==> config.mk <==
export PLATFORM = sky130hd
export DESIGN_NAME = rt_vec_reduce
export DESIGN_NICKNAME = d
export VERILOG_FILES = /design/src/rtl/rt_vec_reduce.sv
export SDC_FILE = /design/constraint.sdc
export NUM_CORES = 1
export LEC_CHECK = 0
export CAP_MARGIN = 15
export CORE_MARGIN = 3
export CORE_UTILIZATION = 45
export DETAILED_ROUTE_END_ITERATION = 8
export GPL_TIMING_DRIVEN = 0
export PLACE_DENSITY = 0.72
export SYNTH_ARGS = -nofsm -noshare
export SYNTH_HDL_FRONTEND = slang
export SYNTH_SLANG_ARGS = --single-unit
==> constraint.sdc <==
create_clock -name clk -period 5 [get_ports clk]
set_clock_uncertainty 0.1 [all_clocks]
set_input_delay 0.5 -clock clk [delete_from_list [all_inputs] [get_ports clk]]
set_output_delay 0.5 -clock clk [all_outputs]
set_load 0.05 [all_outputs]
==> src/rtl/rt_vec_reduce.sv <==
// Horizontal reduction of one 3-lane signed fixed-point vector into a scalar
// (SUM or signed MAX), with a registered valid/ready result port.
module rt_vec_reduce #(
   parameter int WORD_LEN = 32,
   parameter int IW       = 16,
   parameter int QW       = 16,
   parameter bit SAT      = 1'b1
) (
   input  logic                  clk,
   input  logic                  rst_n,
   input  logic                  in_valid,
   output logic                  in_ready,
   input  logic                  in_mode,
   input  logic [3*WORD_LEN-1:0] in_vec,
   output logic                  out_valid,
   input  logic                  out_ready,
   output logic [WORD_LEN-1:0]   out_data,
   output logic                  out_sat
);

   localparam int AW = WORD_LEN + 2;
   localparam logic signed [AW-1:0] POS_LIM = {3'b000, {(WORD_LEN-1){1'b1}}};
   localparam logic signed [AW-1:0] NEG_LIM = {3'b111, {(WORD_LEN-1){1'b0}}};

   generate
      if (IW + QW != WORD_LEN) begin : g_fmt_chk
         $error("rt_vec_reduce: IW + QW must equal WORD_LEN");
      end
   endgenerate

   typedef enum logic [1:0] {IDLE, ACC1, ACC2, DONE} state_t;

   state_t               state;
   logic signed [AW-1:0] acc;
   logic [WORD_LEN-1:0]  lane1, lane2;
   logic                 mode;

   logic signed [AW-1:0] lane_x, sum_v, max_v, comb_v;
   logic [WORD_LEN-1:0]  res_data;
   logic                 res_sat;
   logic                 accept;

   assign in_ready = rst_n && (state == IDLE || (state == DONE && out_ready));
   assign accept   = in_valid && in_ready;

   // The wide accumulator holds any 3-term sum exactly; clamping happens only
   // on the final value.
   always_comb begin
      lane_x   = (state == ACC1) ? {{2{lane1[WORD_LEN-1]}}, lane1}
                                 : {{2{lane2[WORD_LEN-1]}}, lane2};
      sum_v    = acc + lane_x;
      max_v    = (lane_x > acc) ? lane_x : acc;
      comb_v   = mode ? max_v : sum_v;
      res_data = comb_v[WORD_LEN-1:0];
      res_sat  = 1'b0;
      if (!mode && SAT) begin
         if (comb_v > POS_LIM) begin
            res_data = POS_LIM[WORD_LEN-1:0];
            res_sat  = 1'b1;
         end else if (comb_v < NEG_LIM) begin
            res_data = NEG_LIM[WORD_LEN-1:0];
            res_sat  = 1'b1;
         end
      end
   end

   always_ff @(posedge clk) begin
      if (!rst_n) begin
         state     <= IDLE;
         acc       <= '0;
         lane1     <= '0;
         lane2     <= '0;
         mode      <= 1'b0;
         out_valid <= 1'b0;
         out_data  <= '0;
         out_sat   <= 1'b0;
      end else begin
         if (state == DONE && out_ready)
            out_valid <= 1'b0;
         unique case (state)
            ACC1: begin
               acc   <= comb_v;
               state <= ACC2;
            end
            ACC2: begin
               acc       <= comb_v;
               out_data  <= res_data;
               out_sat   <= res_sat;
               out_valid <= 1'b1;
               state     <= DONE;
            end
            default: begin
               if (accept) begin
                  acc   <= {{2{in_vec[WORD_LEN-1]}}, in_vec[WORD_LEN-1:0]};
                  lane1 <= in_vec[2*WORD_LEN-1:WORD_LEN];
                  lane2 <= in_vec[3*WORD_LEN-1:2*WORD_LEN];
                  mode  <= in_mode;
                  state <= ACC1;
               end else if (state == DONE && out_ready) begin
                  state <= IDLE;
               end
            end
         endcase
      end
   end

endmodule

## Word-level counts from Yosys, hierarchy flattened

Index checks and enable logic that the tools add are counted.

- Register bits after elaboration: 135
- Bits of input ports: 101
- Word-level logic and storage cells: 42
- Output and inout port bits: 35

- Magnitude comparators: 3
- $add $sub $neg: 1
- Multiplexer cells: 16
- Reduce and logical (&&, ||, !) cells: 10
- Bitwise gates (word level): 1
- Eq/ne operators: 3

Operators with widths:

| operator | number |
|---|---|
| $mux W34 | 5 |
| $mux W32 | 3 |
| $add A34 B34 Y34 | 1 |
| $gt A34 B32 Y1 const B | 1 |
| $gt A34 B34 Y1 | 1 |
| $lt A34 B32 Y1 const B | 1 |
| $mux W1 | 5 |
| $eq A2 B2 Y1 const B | 2 |
| $mux W2 | 2 |
| $pmux W2 S2 | 1 |
| $reduce_bool A2 Y1 | 2 |
| $reduce_bool A4 Y1 | 1 |
| $logic_and A1 B1 Y1 | 3 |
| $eq A2 B1 Y1 const B | 1 |
| $logic_not A2 Y1 | 1 |
| $reduce_and A2 Y1 | 1 |
| $reduce_or A2 Y1 | 1 |
| $logic_or A1 B1 Y1 | 1 |
| $not A1 Y1 | 1 |

## Depth between registers and ports, before layout

Gate-level depths: netlist of the first run.

- Depth after elaboration: 9
- Mapped depth: 20
- Depth with buffers taken out: 15

## Worst setup path before layout of the first run

Ideal clock, no wire load.

- Path kind: reg-to-reg
- Start point: reg state[1]
- End point: reg out_data[27]
- Library setup time: 75 ps
- Stages on the path, launching flop included: 19
- Buffers on the path: 5
- Required time: 4,825 ps
- Path slack: 91 ps
- Clock period less this slack: 4,909 ps
- Arrival: 4,734 ps
- Cell sequence: dfxtp_1 -> inv_1 -> ha_1 -> clkbuf_1 -> clkbuf_1 -> buf_1 -> mux2_2 -> ha_1 -> buf_2 -> nor2b_1 -> or4_4 -> a311o_1 -> o31ai_2 -> nand2_1 -> a211oi_1 -> xor2_1 -> o41a_1 -> buf_2 -> o22ai_1

- Longest elaborated chain between the ends: 9
- Elaborated cells between the ends (all ways): 12
- Classes of those cells: 1 x add/sub; 3 x order compare; 2 x eq/ne; 6 x mux

RTL lines:

| item | line | RTL |
|---|---|---|
| from (decl) | 33 | `state_t state;` |
| from (signal assigned) | 69 | `state <= IDLE;` |
| from (signal assigned) | 83 | `state <= ACC2;` |
| from (signal assigned) | 90 | `state <= DONE;` |
| $eq A2 B1 Y1 | 49 | `lane_x = (state == ACC1) ? {{2{lane1[WORD_LEN-1]}}, lane1}` |
| $mux W34 | 49 |  |
| $gt A34 B34 Y1 | 52 | `max_v = (lane_x > acc) ? lane_x : acc;` |
| $mux W34 | 52 |  |
| $mux W34 | 53 | `comb_v = mode ? max_v : sum_v;` |
| $lt A34 B32 Y1 | 60 | `end else if (comb_v < NEG_LIM) begin` |
| $mux W32 | 60 |  |
| $mux W32 | 57 | `if (comb_v > POS_LIM) begin` |
| $mux W32 | 56 | `if (!mode && SAT) begin` |
| to (signal assigned) | 87 | `out_data <= res_data;` |
| to (decl) | 17 | `output logic [WORD_LEN-1:0] out_data,` |

Parallel ways exist; a longest one is shown, timed or not.
A chain may end at the register's enable or synchronous reset.

## Worst setup path after layout of the first run

- Start point: reg state[1]
- End point: reg acc[30]

- Longest elaborated chain between the ends: 6
- Elaborated cells between the ends (all ways): 16
- Classes of those cells: 1 x add/sub; 1 x order compare; 3 x eq/ne; 4 x mux; 7 x reduce/logical

RTL lines:

| item | line | RTL |
|---|---|---|
| $eq A2 B1 Y1 or $eq A2 B2 Y1 (tied branches) | 49, 80, 43 |  |
| $mux W34 or $logic_and A1 B1 Y1 (tied branches) | 49, 43 |  |
| $gt A34 B34 Y1 or $logic_or A1 B1 Y1 (tied branches) | 52, 43 |  |
| $mux W34 or $logic_and A1 B1 Y1 (tied branches) | 52, 43 |  |
| $mux W34 or $logic_and A1 B1 Y1 (tied branches) | 53, 44 |  |
| $mux W34 or $reduce_bool A2 Y1 (tied branches) | - |  |
| to (signal assigned) | 82 | `acc <= comb_v;` |
| to (signal assigned) | 86 | `acc <= comb_v;` |
| to (signal assigned) | 94 | `acc <= {{2{in_vec[WORD_LEN-1]}}, in_vec[WORD_LEN-1:0]};` |
| to (decl) | 34 | `logic signed [AW-1:0] acc;` |

Parallel ways exist; a longest one is shown, timed or not.

==> qor.yml, run 1 <==
p_comb_share_pct: 42.7
outcome: "finished clean"
dpl.hpwl_mm: 26.6
yosysWarnings: 0
viasPerCell: 6.01
power.density_mw_per_mm2: 380
nFillCells: 1833
synth-seq-cells: 135
p_clk_share_pct: 29.3
finalHoldWorstSlack_ns: 0.353
max-vdd-ir-drop_mv: 0.240
grtUsageTotal_pct: 30.6
switchingPower_mw: 1.90
placed_area_mm2: 0.0111
synth_seq_area_share_pct: 28.8
startpoint: "state[1]"
wl_per_cell_um: 21.0
cts.sinks: 135
synth_top_cell_by_area: "dfxtp_1"
swShare_pct: 41.5
dr.pass1.iters: 6
cp_max_fo: 10
path_buf_inv: 5
slew_violations: 0
start_util_pct: 46.1
leakage_nw: 4.71
path_delay_family: "compound AO/OA/AOI/OAI gates"
p_int_mw: 2.68
n_antenna_cell: 0
io_pins: 136
cp_common_cell: "clkbuf_1"
crit_path_end_kind: "flip-flop"
wl_met2_mm: 16.1
syn-cell-area_mm2: 0.00939
cp_slowest_stage_delay_ns: 0.59
fin_cells: 1666
yosys_most_used_dff: "dfxtp_1"
final_nets: 1558
grt_first_pass_wirelength_mm: 53.1
clock_latency_ns: 0.44
io_buffers: 135
async_flop_share_pct: 0
final_area_mm2: 0.0121
crit_type: "flip-flop to flip-flop"
setup_viol: 0
max_freq_mhz: 205
cts_tree: "done"
crit_chain: "inv_1 -> ha_4 -> clkbuf_8 -> mux2_2 -> ha_1 -> clkbuf_1 -> nand4_1 -> a2111oi_0 -> a211oi_1 -> and3_1 -> clkbuf_1 -> o21ai_1 -> buf_4 -> nor2_1 -> a2111oi_1 -> o21a_1"
syn_area_per_cell_um2: 7.67
dieWidth_um: 150
hold_start: "lane2[17]"
drtIter0Drc: 855
wl_met3_mm: 2.94
cap_violations: 0
drcViolationCount: 0
drive_gt1_share_pct: 10.8
max_slew_margin_pct: 37.9
synth.distinct_cells: 70
p_seq_share_pct: 28.0
finalHoldViolCount: 0
crit_path_top_delay_cell: "a2111oi_0"
dieArea_mm2: 0.0226
total_power_mw: 4.58
multi_input_area_mm2: 0.00637
globalplace.congestion: 0.973
rows: 52
cts_buffers: 17
start_kind: "flip-flop"
cts_hold_buffers: 0
grt-ovfl-total: 0
hold_path.class: "flip-flop to flip-flop"
synth_top_cell_area_share_pct: 28.8
antenna_found_initial: 0
required_ns: 5.28
fp.coreArea_mm2: 0.0204
num_vias: 10000
clk_pin_slew_worst_paths_ns: 0.06
placedCellCount: 1628
synth_common_cells: "nand2_1 (183), a21oi_1 (163), dfxtp_1 (135)"
h-tree-depth: 4
synth.most_common_cell: "nand2_1"
worst_ep_arrival_time_ns: 5.16
clockBufferDepth: 2
r2r-start: "state[1]"
area_delta_synth_final_pct: 28.5
wl_mm: 35.0
worst_pin_slew_ns: 0.932
die_h_um: 150
cts_root_buf: "clkbuf_16"
grt_pass1_vias: 9738
top_layer: "met4"
syn_inst: 1223
wirelength_met1_mm: 14.2
fin_crit_ns: 4.88
ant_nets: 0
synth_edf_count: 0
grt_max_degree: 17
ys_top_cells_by_area: "dfxtp_1 (29%), ha_1 (9.7%), a21oi_1 (8.7%), nand2_1 (7.3%), mux2_2 (5.4%)"
synth_nets: 1398
seqCellArea_mm2: 0.00270
period_share_pct: 97.6
-- path summary, 6_finish.rpt --
check	cells after the start	slack (ns)	endpoint
worst max register to register	16	0.12	acc[30]
worst min register to register	2	0.35	lane2[17]
worst max-delay path	16	0.12	acc[30]
worst min-delay path	2	0.35	lane2[17]
-- registers in the layout (all words and copies together), names as in the netlist --
name / cells
acc: 34
lane1: 32
out_valid: 1
lane2: 32
state: 2
out_data: 32
out_sat: 1
mode: 1
-- logic make-up after synthesis --
| kind of cell | Yosys count | share of synthesized area, % |
|---|---|---|
| simple gates | 396 | 19.5 |
| compound gates | 377 | 25.6 |
| buf+inv | 147 | 5.99 |
| xor+xnor | 29 | 2.71 |
| fa+ha+maj | 74 | 9.95 |
| flops | 135 | 28.8 |
| mux | 65 | 7.53 |
-- worst reg2reg max path, stage by stage (launching register included) --
cell and delay (ns):
dfxtp_1 0.34, inv_1 0.12, ha_4 0.20, clkbuf_8 0.21
mux2_2 0.42, ha_1 0.30, clkbuf_1 0.35, nand4_1 0.33
a2111oi_0 0.59, a211oi_1 0.24, and3_1 0.21, clkbuf_1 0.21
o21ai_1 0.25, buf_4 0.28, nor2_1 0.09, a2111oi_1 0.42
o21a_1 0.18
-- power groups by stage --
stage,combinational [mW],clock (mW),sequential (mW)
after floorplan,1.06,0,1.36
after global placement,1.74,0,1.30
after detailed placement,1.76,0,1.30
after CTS,1.84,1.35,1.28
after global routing,2.09,1.39,1.30
final,1.96,1.34,1.28
-- timing repair --
action | 4_1_cts | 5_1_grt
pin swaps | 4 | 7
resized for setup | 44 | 32
setup buffers | 7 | 2
endpoints found under the setup margin | 67 | 62
-- routing by layer --
layer | GRT usage [%] | up-vias
met1 | 38.7 | 4698
met2 | 49.2 | 497
met3 | 6.02 | 111
li1 | - | 4700
met5 | 0 | -
met4 | 15.9 | 0
-- per-stage QoR --
step	utilization, %	TNS [ns]	setup slack (ns)
2_1_floorplan	-	0	0.0912
3_3_place_gp	54.4	-96.76	-1.75
3_5_place_dp	54.4	-99.59	-1.77
4_1_cts	58.5	0	0.0603
5_1_grt	59.2	-0.0728	-0.0255
6_report	59.2	0	0.119
-- cells in the final DEF, fill, tap and decap left out, types with 7 or more instances in the layout --
master           instances
clkdlybuf4s50_1        135
xor2_1                  11
o31ai_1                  8
nor4_1                   7
o21ai_0                 65
a31oi_1                 11
nand2b_1                20
nor2b_1                 17
nor3_1                  19
a221oi_1                 8
buf_4                   13
mux2i_1                 18
xnor2_1                 18
and2_1                   7
ha_1                    71
or3_1                   10
nand2_1                181
mux2_2                  45
a21o_1                   8
inv_1                   63
o2111ai_1               17
o211ai_1                 9
a211oi_1                12
nand3_1                 25
nor2_1                  64
dfxtp_1                135
a21oi_1                162
clkbuf_1                56
nand4_1                 10
clkbuf_16               17
o21a_1                   9
-- area by class of cell --
type,instances,area share (%)
Clock inverter,14,1.54
Clock buffer,18,3.64
Timing Repair Buffer,144,11.8
Sequential cell,135,22.4
Buffer,78,2.94
Multi-Input combinational cell,941,52.8
Tap cell,270,2.80
Inverter,66,2.05
Note: power is estimated with default switching activity, not from simulation.
==> inputs of run 2 (changes only) <==
--- a/config.mk
+++ b/config.mk
@@ -6,11 +6,13 @@
 export NUM_CORES = 1
 export LEC_CHECK = 0
 export CAP_MARGIN = 15
+export CELL_PAD_IN_SITES_DETAIL_PLACEMENT = 1
+export CELL_PAD_IN_SITES_GLOBAL_PLACEMENT = 1
 export CORE_MARGIN = 3
-export CORE_UTILIZATION = 45
+export CORE_UTILIZATION = 37
 export DETAILED_ROUTE_END_ITERATION = 8
 export GPL_TIMING_DRIVEN = 0
-export PLACE_DENSITY = 0.72
+export PLACE_DENSITY = 0.79
 export SYNTH_ARGS = -nofsm -noshare
 export SYNTH_HDL_FRONTEND = slang
 export SYNTH_SLANG_ARGS = --single-unit
==> run 2 against run 1 <==
Maximum frequency is 0.56% lower. Power is 0.55% higher. Final cell count is 3.1% higher. Sequential power hardly changed. Combinational power is 3% higher. Core utilization is 10 points lower. First-iteration DRC count is 9.6% lower. Wire length is 17% higher. Flip-flop and latch count stayed put. Via count is 1.2% higher. Clock-buffer cell count is 1 lower. Register-to-register slack worse by 0.03 ns. Largest cell class unchanged. Largest power group unchanged. Highest routed layer is now met5.
==> qor.yml, run 2 (synthesis gave the netlist of run 1 again) <==
antenna_found_initial: 1
wl_per_cell_um: 23.9
io_pins: 136
rsz0062_at_grt: "true"
grt_max_degree: 17
dieArea_mm2: 0.0273
cts_hold_buffers: 0
cts_tree: "done"
hold_path.class: "flip-flop to flip-flop"
drtIter0Drc: 773
largest_reg_flops: 34
fp.coreArea_mm2: 0.0246
cts.sinks: 135
placedCellCount: 1682
setup_slack_ns: 0.0917
num_vias: 10100
period_share_pct: 98.2
final_util_pct: 49.1
clock_latency_ns: 0.44
dieWidth_um: 165
drive_gt1_share_pct: 11.3
setup_viol: 0
largest_register: "acc"
cap_violations: 0
cts_root_buf: "clkbuf_16"
cp_max_fo: 10
final_nets: 1555
cts_buffers: 17
max_slew_margin_pct: 22.1
max-vdd-ir-drop_mv: 0.216
max_freq_mhz: 204
nFillCells: 3006
rows: 57
io_buffers: 135
layout_common_cells: "nand2_1 (181), a21oi_1 (162), dfxtp_1 (135), clkdlybuf4s50_1 (135), ha_1 (70)"
die_h_um: 165
clk_pin_slew_worst_paths_ns: 0.07
worst_ep_arrival_time_ns: 5.13
required_ns: 5.23
fin_cells: 1717
finalHoldViolCount: 0
place_ws_ns: -1.89
h-tree-depth: 4
total_power_mw: 4.61
outcome: "finished clean"
power.density_mw_per_mm2: 382
viasPerCell: 5.90
fin_crit_ns: 4.91
grt_pass1_vias: 10400
crit_path_end_kind: "flip-flop"
leakage_nw: 4.69
dr.pass1.iters: 7
start_util_pct: 38.1
slew_violations: 0
worst_pin_slew_ns: 1.17
layout_commonest_cell: "nand2_1"
clockBufferDepth: 2
start_kind: "flip-flop"
area_delta_synth_final_pct: 28.7
globalplace.congestion: 0.951
n_antenna_cell: 0
dpl.hpwl_mm: 30.5
grtUsageTotal_pct: 29.3
crit_type: "flip-flop to flip-flop"
wl_mm: 41.0
drcViolationCount: 0
ant_nets: 0
grt_first_pass_wirelength_mm: 60.3
grt-ovfl-total: 0
[run 2: cell types whose count changed in the layout (fill, tap and decap cells not counted), moves of 2 or more]
cell and change:
mux2i_2 +2, clkinv_8 +2, bufinv_16 -3, clkbuf_4 -3, o31ai_1 -2, inv_8 +3
o31ai_2 +2, buf_4 +4, mux2i_1 -2, nor4_4 -2, clkbuf_1 -4, ha_2 +2
[run 2: final timing paths]
| path | cells past startpoint | endpoint | slack, ns | start |
|---|---|---|---|---|
| worst max-delay path | 15 | out_data[25] | 0.09 | state[1] |
| worst min-delay path | 2 | lane1[15] | 0.36 | lane1[15] |
| worst max register to register | 15 | out_data[25] | 0.09 | state[1] |
| worst min register to register | 2 | lane1[15] | 0.36 | lane1[15] |
[run 2: worst max-delay path: stages (launching register included)]
cell and delay [ns]:
dfxtp_1 0.36, inv_1 0.15, ha_4 0.21, clkbuf_4 0.25, mux2_2 0.43, ha_1 0.32
clkbuf_2 0.23, a21oi_1 0.27, o31ai_2 0.14, nor3b_1 0.18, a211oi_2 0.48, a41o_2 0.51
nand3_2 0.32, o21ai_0 0.54, or3_1 0.22, a21oi_1 0.07
[run 2: through the flow]
step | TNS (ns) | cell area [um^2] | hold slack, ns
finish | 0 | 12100 | 0.356
global route | -0.0728 | 12100 | 0.371
CTS | 0 | 12000 | 0.357
detailed placement | -109.06 | 11100 | 0.346
global placement | -100.29 | 11100 | 0.338
floorplan | 0 | 9390 | 0.333
[run 2: area by class of cell]
type	count	area (um^2)	share of cell area [%]
Inverter	66	248	2.05
Tap cell	324	405	3.36
Clock inverter	15	156	1.29
Multi-Input combinational cell	941	6370	52.7
Timing Repair Buffer	145	1430	11.8
Buffer	74	347	2.87
Sequential cell	135	2700	22.4
Clock buffer	17	425	3.52
[run 2: where the power goes]
part	switching (mW)	internal, mW	leakage [nW]	total [mW]
Clock	0.632	0.670	0.286	1.30
Sequential	0.0955	1.19	1.10	1.29
Combinational	1.34	0.680	3.31	2.02
Total	2.07	2.54	4.69	4.61
[run 2: what timing repair did]
action	4_1_cts	5_1_grt
setup buffers	5	5
pin swaps	4	11
endpoints found under the setup margin	67	64
gates resized for setup	56	27
[run 2: metal layers]
| metal | routed length (um) | global-route usage (%) |
|---|---|---|
| met1 | 17500 | 38.2 |
| met2 | 18400 | 46.1 |
| met3 | 3250 | 6.54 |
| met4 | 1770 | 13.5 |
| met5 | 10 | 0 |
